`config.mk`:
```
export PLATFORM = sky130hd
export DESIGN_NAME = hourglass_ctrl
export DESIGN_NICKNAME = d
export VERILOG_FILES = /design/src/rtl/hourglass_pkg.sv /design/src/rtl/hourglass_ctrl_debounce.sv /design/src/rtl/hourglass_ctrl.sv
export SDC_FILE = /design/constraint.sdc
export NUM_CORES = 1
export LEC_CHECK = 0
export ABC_AREA = 1
export ABC_CLOCK_PERIOD_IN_PS = 2400
export CORE_UTILIZATION = 50
export CTS_CLUSTER_SIZE = 12
export DETAILED_ROUTE_END_ITERATION = 8
export PLACE_DENSITY = 0.73
export SYNTH_ARGS = -nofsm -noshare
export SYNTH_HDL_FRONTEND = slang
export SYNTH_SLANG_ARGS = --single-unit
export TNS_END_PERCENT = 1
```
`constraint.sdc`:
```
create_clock -name clk -period 2.4 [get_ports clk]
set_clock_uncertainty 0.2 [all_clocks]
set_input_delay 0.72 -clock clk [delete_from_list [all_inputs] [get_ports clk]]
set_output_delay 0.72 -clock clk [all_outputs]
set_load 0.1 [all_outputs]
```
`src/rtl/hourglass_pkg.sv`:
```
// Shared constants for the hourglass controller: run length, debounce window
// and the speed-select half-period table.
package hourglass_pkg;

    localparam int unsigned GRAINS_DEF = 20;
    localparam int unsigned DB_CYC_DEF = 20;
    localparam int unsigned REF_HZ     = 1000;

    // Half-periods in clk cycles at the 1 kHz reference clock, indexed by spd.
    localparam logic [8:0] HALF_TBL [4] = '{9'd62, 9'd125, 9'd250, 9'd500};

    function automatic logic [8:0] scale_half(input logic [8:0] h_ref, input int unsigned clk_hz);
        return 9'((32'(h_ref) * clk_hz) / REF_HZ);
    endfunction

endpackage

```
`src/rtl/hourglass_ctrl_debounce.sv`:
```
// Counter debouncer: the output follows the raw input only after the raw value
// has disagreed with it for DB_CYC consecutive cycles, plus one cycle to commit.
module debounce
    import hourglass_pkg::*;
#(
    parameter int unsigned DB_CYC     = DB_CYC_DEF,
    parameter bit          RST_TO_DIN = 1'b0
) (
    input  logic clk,
    input  logic rst,
    input  logic din,
    output logic dout
);

    localparam int unsigned     CW      = $clog2(DB_CYC + 1);
    localparam logic [CW-1:0]   DB_LAST = CW'(DB_CYC);

    logic [CW-1:0] cnt_q, cnt_d;
    logic          dout_q, dout_d;

    always_comb begin
        dout_d = dout_q;
        cnt_d  = '0;
        if (din != dout_q) begin
            if (cnt_q == DB_LAST) begin
                dout_d = din;
            end else begin
                cnt_d = cnt_q + CW'(1);
            end
        end
    end

    always_ff @(posedge clk) begin
        if (rst) begin
            cnt_q  <= '0;
            // A level input (tilt switch) must not look like a change after reset.
            dout_q <= RST_TO_DIN ? din : 1'b0;
        end else begin
            cnt_q  <= cnt_d;
            dout_q <= dout_d;
        end
    end

    assign dout = dout_q;

endmodule

```
`src/rtl/hourglass_ctrl.sv`:
```
// Hourglass timing controller: grain-step clock divider, grain counter,
// pause toggle and tilt-flip restart for the LED matrix stage.
module hourglass_ctrl
    import hourglass_pkg::*;
#(
    parameter int unsigned CLK_HZ = 1000,
    parameter int unsigned GRAINS = GRAINS_DEF,
    parameter int unsigned DB_CYC = DB_CYC_DEF
) (
    input  logic       clk,
    input  logic       rst,
    input  logic       sw1_raw,
    input  logic       key_pause,
    input  logic [1:0] spd,
    output logic       clk_out,
    output logic [4:0] cnt,
    output logic       sw1,
    output logic       stop,
    output logic       done
);

    localparam logic [4:0] GRAINS_C = 5'(GRAINS);
    localparam logic [8:0] H_TBL [4] = '{scale_half(HALF_TBL[0], CLK_HZ),
                                         scale_half(HALF_TBL[1], CLK_HZ),
                                         scale_half(HALF_TBL[2], CLK_HZ),
                                         scale_half(HALF_TBL[3], CLK_HZ)};

    logic       key_db;
    logic       key_prev_q, sw1_prev_q;
    logic       pause_q, pause_d;
    logic [8:0] div_q, div_d;
    logic       clk_out_q, clk_out_d;
    logic [4:0] cnt_q, cnt_d;
    logic [8:0] h_m1;
    logic       press, flip;

    debounce #(.DB_CYC(DB_CYC), .RST_TO_DIN(1'b0)) u_db_key (
        .clk  (clk),
        .rst  (rst),
        .din  (key_pause),
        .dout (key_db)
    );

    debounce #(.DB_CYC(DB_CYC), .RST_TO_DIN(1'b1)) u_db_sw1 (
        .clk  (clk),
        .rst  (rst),
        .din  (sw1_raw),
        .dout (sw1)
    );

    assign h_m1  = H_TBL[spd] - 9'd1;
    assign press = key_db & ~key_prev_q;
    assign flip  = sw1 ^ sw1_prev_q;
    assign done  = (cnt_q == GRAINS_C);
    assign stop  = pause_q | done;

    always_comb begin
        pause_d   = pause_q;
        div_d     = div_q;
        clk_out_d = clk_out_q;
        cnt_d     = cnt_q;
        if (press) begin
            pause_d = ~pause_q;
        end
        // A flip restarts the run regardless of stop; pause is left alone.
        if (flip) begin
            div_d     = '0;
            clk_out_d = 1'b0;
            cnt_d     = '0;
        end else if (!stop) begin
            if (div_q >= h_m1) begin
                div_d     = '0;
                clk_out_d = ~clk_out_q;
                if (clk_out_q && (cnt_q < GRAINS_C)) begin
                    cnt_d = cnt_q + 5'd1;
                end
            end else begin
                div_d = div_q + 9'd1;
            end
        end
    end

    always_ff @(posedge clk) begin
        if (rst) begin
            pause_q    <= 1'b0;
            div_q      <= '0;
            clk_out_q  <= 1'b0;
            cnt_q      <= '0;
            key_prev_q <= 1'b0;
            sw1_prev_q <= sw1_raw;
        end else begin
            pause_q    <= pause_d;
            div_q      <= div_d;
            clk_out_q  <= clk_out_d;
            cnt_q      <= cnt_d;
            key_prev_q <= key_db;
            sw1_prev_q <= sw1;
        end
    end

    assign clk_out = clk_out_q;
    assign cnt     = cnt_q;

endmodule

```
==> flow_summary.yaml <==
timing:
  finalHoldViolCount: 0
  max-slew-margin-rel: 0.7789
  setup_viol: 0
  tns_ns: 0
  fin_crit_sh: 0.9740
  tightest_slew_ns: 0.3304
  rsz0062_at_grt: "yes"
  min_period_ns: 2.337
  fin_ws_ns: 0.06251
  drv_slew: 0
  fmax_mhz: 427.8
clocking:
  cts_buffers: 5
  ctsHoldBuffers: 0
  cts.reportedPaths.clkPinSlew_ns: 0.09
  clock_latency_ns: 0.33
  ctsHtreeMaxLevel: 2
  root_buffer: "clkbuf_4"
  clk_path_buf_depth: 2
  cts.sinks: 30
  cts_tree: "built"
yosys:
  ys_types: 29
  synth_seq_area_share: 0.3468
  synth_area_um2: 1760
  ys_seq_elements: 30
  synth_fp_nets: 249
  ys.warnings.count: 0
  synthCells: 226
  avgSynthCellArea_um2: 7.790
setup_path:
  r2r_cells: 8
  startpoint_type: "register"
  required_ns: 1.48
  crit_type: "reg2out"
  path_max_fanout: 5
  worstSetupEndpointType: "primary output"
  crit_arrival_ns: 1.42
drt:
  drt-initial-drc-count: 50
  ant_nets: 0
  routed_wl_mm: 3.517
  route.detailed.drc: 0
  vias: 1505
  drt-pass1-iter-count: 4
  post_drt_wl_per_cell_um: 11.80
  viasPerCell: 5.050
place:
  place_area_um2: 2067
  post-place-ws_ns: -0.6927
  gp_congestion: 0.8031
  hpwl_mm: 2.597
  port_buffers: 14
die:
  initial_utilization: 0.5234
  fp-row-count: 21
  boundaryPins: 15
  die_h_um: 61.34
  dieArea_um2: 3762
  core-area_um2: 3363
  die_w_um: 61.34
cells_and_area:
  final_common_cell: "nand2_1"
  multiInputGateArea_um2: 1060
  fill_cells: 325
  drive_above_1_share: 0.2500
  final_cell_mix: "38 x nand2_1, 33 x inv_1, 30 x nor2_1"
  area_growth_pct: 24.88
  final-seq-area_um2: 621.8
  num-nets-final: 275
  stdcell_area_um2: 2198
  final_util: 0.6536
  diodes: 0
global_routing:
  overflow: 0
  grt_pass1_wl_mm: 5.920
  gr-usage-all-layers: 0.2178
  grt_max_degree: 14
  antenna_found_initial: 0
  grt_pass1_vias: 1403
job:
  cap_violations: 0
power_and_ir_drop:
  irDropWorstVdd_mv: 0.4066
  powerDensity_nw_per_um2: 420.4
  total_leakage_power_uw: 0.0009009
run_status:
  status: "completed"
worst_hold_path:
  hold_path_class: "reg2reg"
  hold_path_depth: 1
==> metrics by stage <==
step,hold slack [ns],total power [µW],cells
floorplan,0.2297,592.8,226
global placement,0.2486,622.9,287
detailed placement,0.2592,627.6,287
CTS,0.2798,936.9,296
global route,0.3026,975.3,298
finish,0.2684,924.1,298
==> worst max-delay path: stages (launching register included) <==
cell and delay [ns]:
dfxtp_4 0.38, inv_1 0.08, ha_2 0.20, nand4_4 0.12
nand2_4 0.13, buf_12 0.17
==> final timing paths <==
check | from | to | slack (ns)
worst max register to register | div_q[3] | div_q[6] | 0.58
worst min-delay path | u_db_key.cnt_q[0] | u_db_key.cnt_q[0] | 0.27
worst max-delay path | cnt[0] | stop | 0.06
worst min register to register | u_db_key.cnt_q[0] | u_db_key.cnt_q[0] | 0.27
==> flip-flops by register name, summed over array words and instances, names as in the netlist <==
name and count:
cnt 5, div_q 9, u_db_sw1.cnt_q 5, u_db_sw1.dout 1, u_db_key.dout 1, sw1_prev_q 1
key_prev_q 1, pause_q 1, u_db_key.cnt_q 5, clk_out 1
==> cells in the mapped netlist (all sizes together) <==
library cell | number | share of area
nand2 | 46 | 0.11
inv | 40 | 0.085
nor2 | 39 | 0.11
dfxtp | 29 | 0.33
ha | 17 | 0.12
nand3 | 13 | 0.040
a21oi | 9 | 0.036
nand4 | 7 | 0.042
xor2 | 6 | 0.030
nor3 | 4 | 0.017
o21ai | 4 | 0.011
xnor2 | 4 | 0.020
nand3b | 2 | 0.0085
nor3b | 2 | 0.0085
a41oi | 1 | 0.0050
buf | 1 | 0.0064
edfxtp | 1 | 0.017
nor4 | 1 | 0.0036
==> power by group <==
| part | total, µW | switching, µW | leakage, µW | internal (µW) |
|---|---|---|---|---|
| logic | 105 | 63.2 | 0.000622 | 41.5 |
| registers | 518 | 9.65 | 0.000248 | 508 |
| clock network | 302 | 164 | 0.0000314 | 138 |
| total | 924 | 237 | 0.000901 | 687 |
==> routing by layer <==
| layer | global-route usage | vias up | share of wire |
|---|---|---|---|
| met4 | 0.06984 | 0 | 0.016 |
| met2 | 0.3835 | 44 | 0.51 |
| met3 | 0.06092 | 7 | 0.049 |
| met1 | 0.2565 | 687 | 0.43 |
| met5 | 0 | - | 0 |
| li1 | - | 767 | - |
==> cell type report <==
cell class                      instances  area share
Sequential cell                        30      0.2829
Tap cell                               46     0.02618
Multi-Input combinational cell        157      0.4821
Timing Repair Buffer                   18      0.1138
Clock buffer                            7     0.02504
Inverter                               40     0.07001
==> cells by family after synthesis <==
family / Yosys count / synth area share
AO/OA/AOI/OAI: 14 / 0.05260
XOR/XNOR: 10 / 0.04975
adder cells (fa/ha/maj): 17 / 0.1208
buffers and inverters: 41 / 0.09168
flip-flops: 30 / 0.3468
AND/OR/NAND/NOR: 114 / 0.3383
==> timing repair <==
item                                    in CTS  in global routing
endpoints found under the setup margin      16                 16
gates cloned                                 2                  0
pin swaps                                    8                  3
buffers inserted                             0                  2
resized for setup                           13                  5
Power figures use the tool's default switching activity.
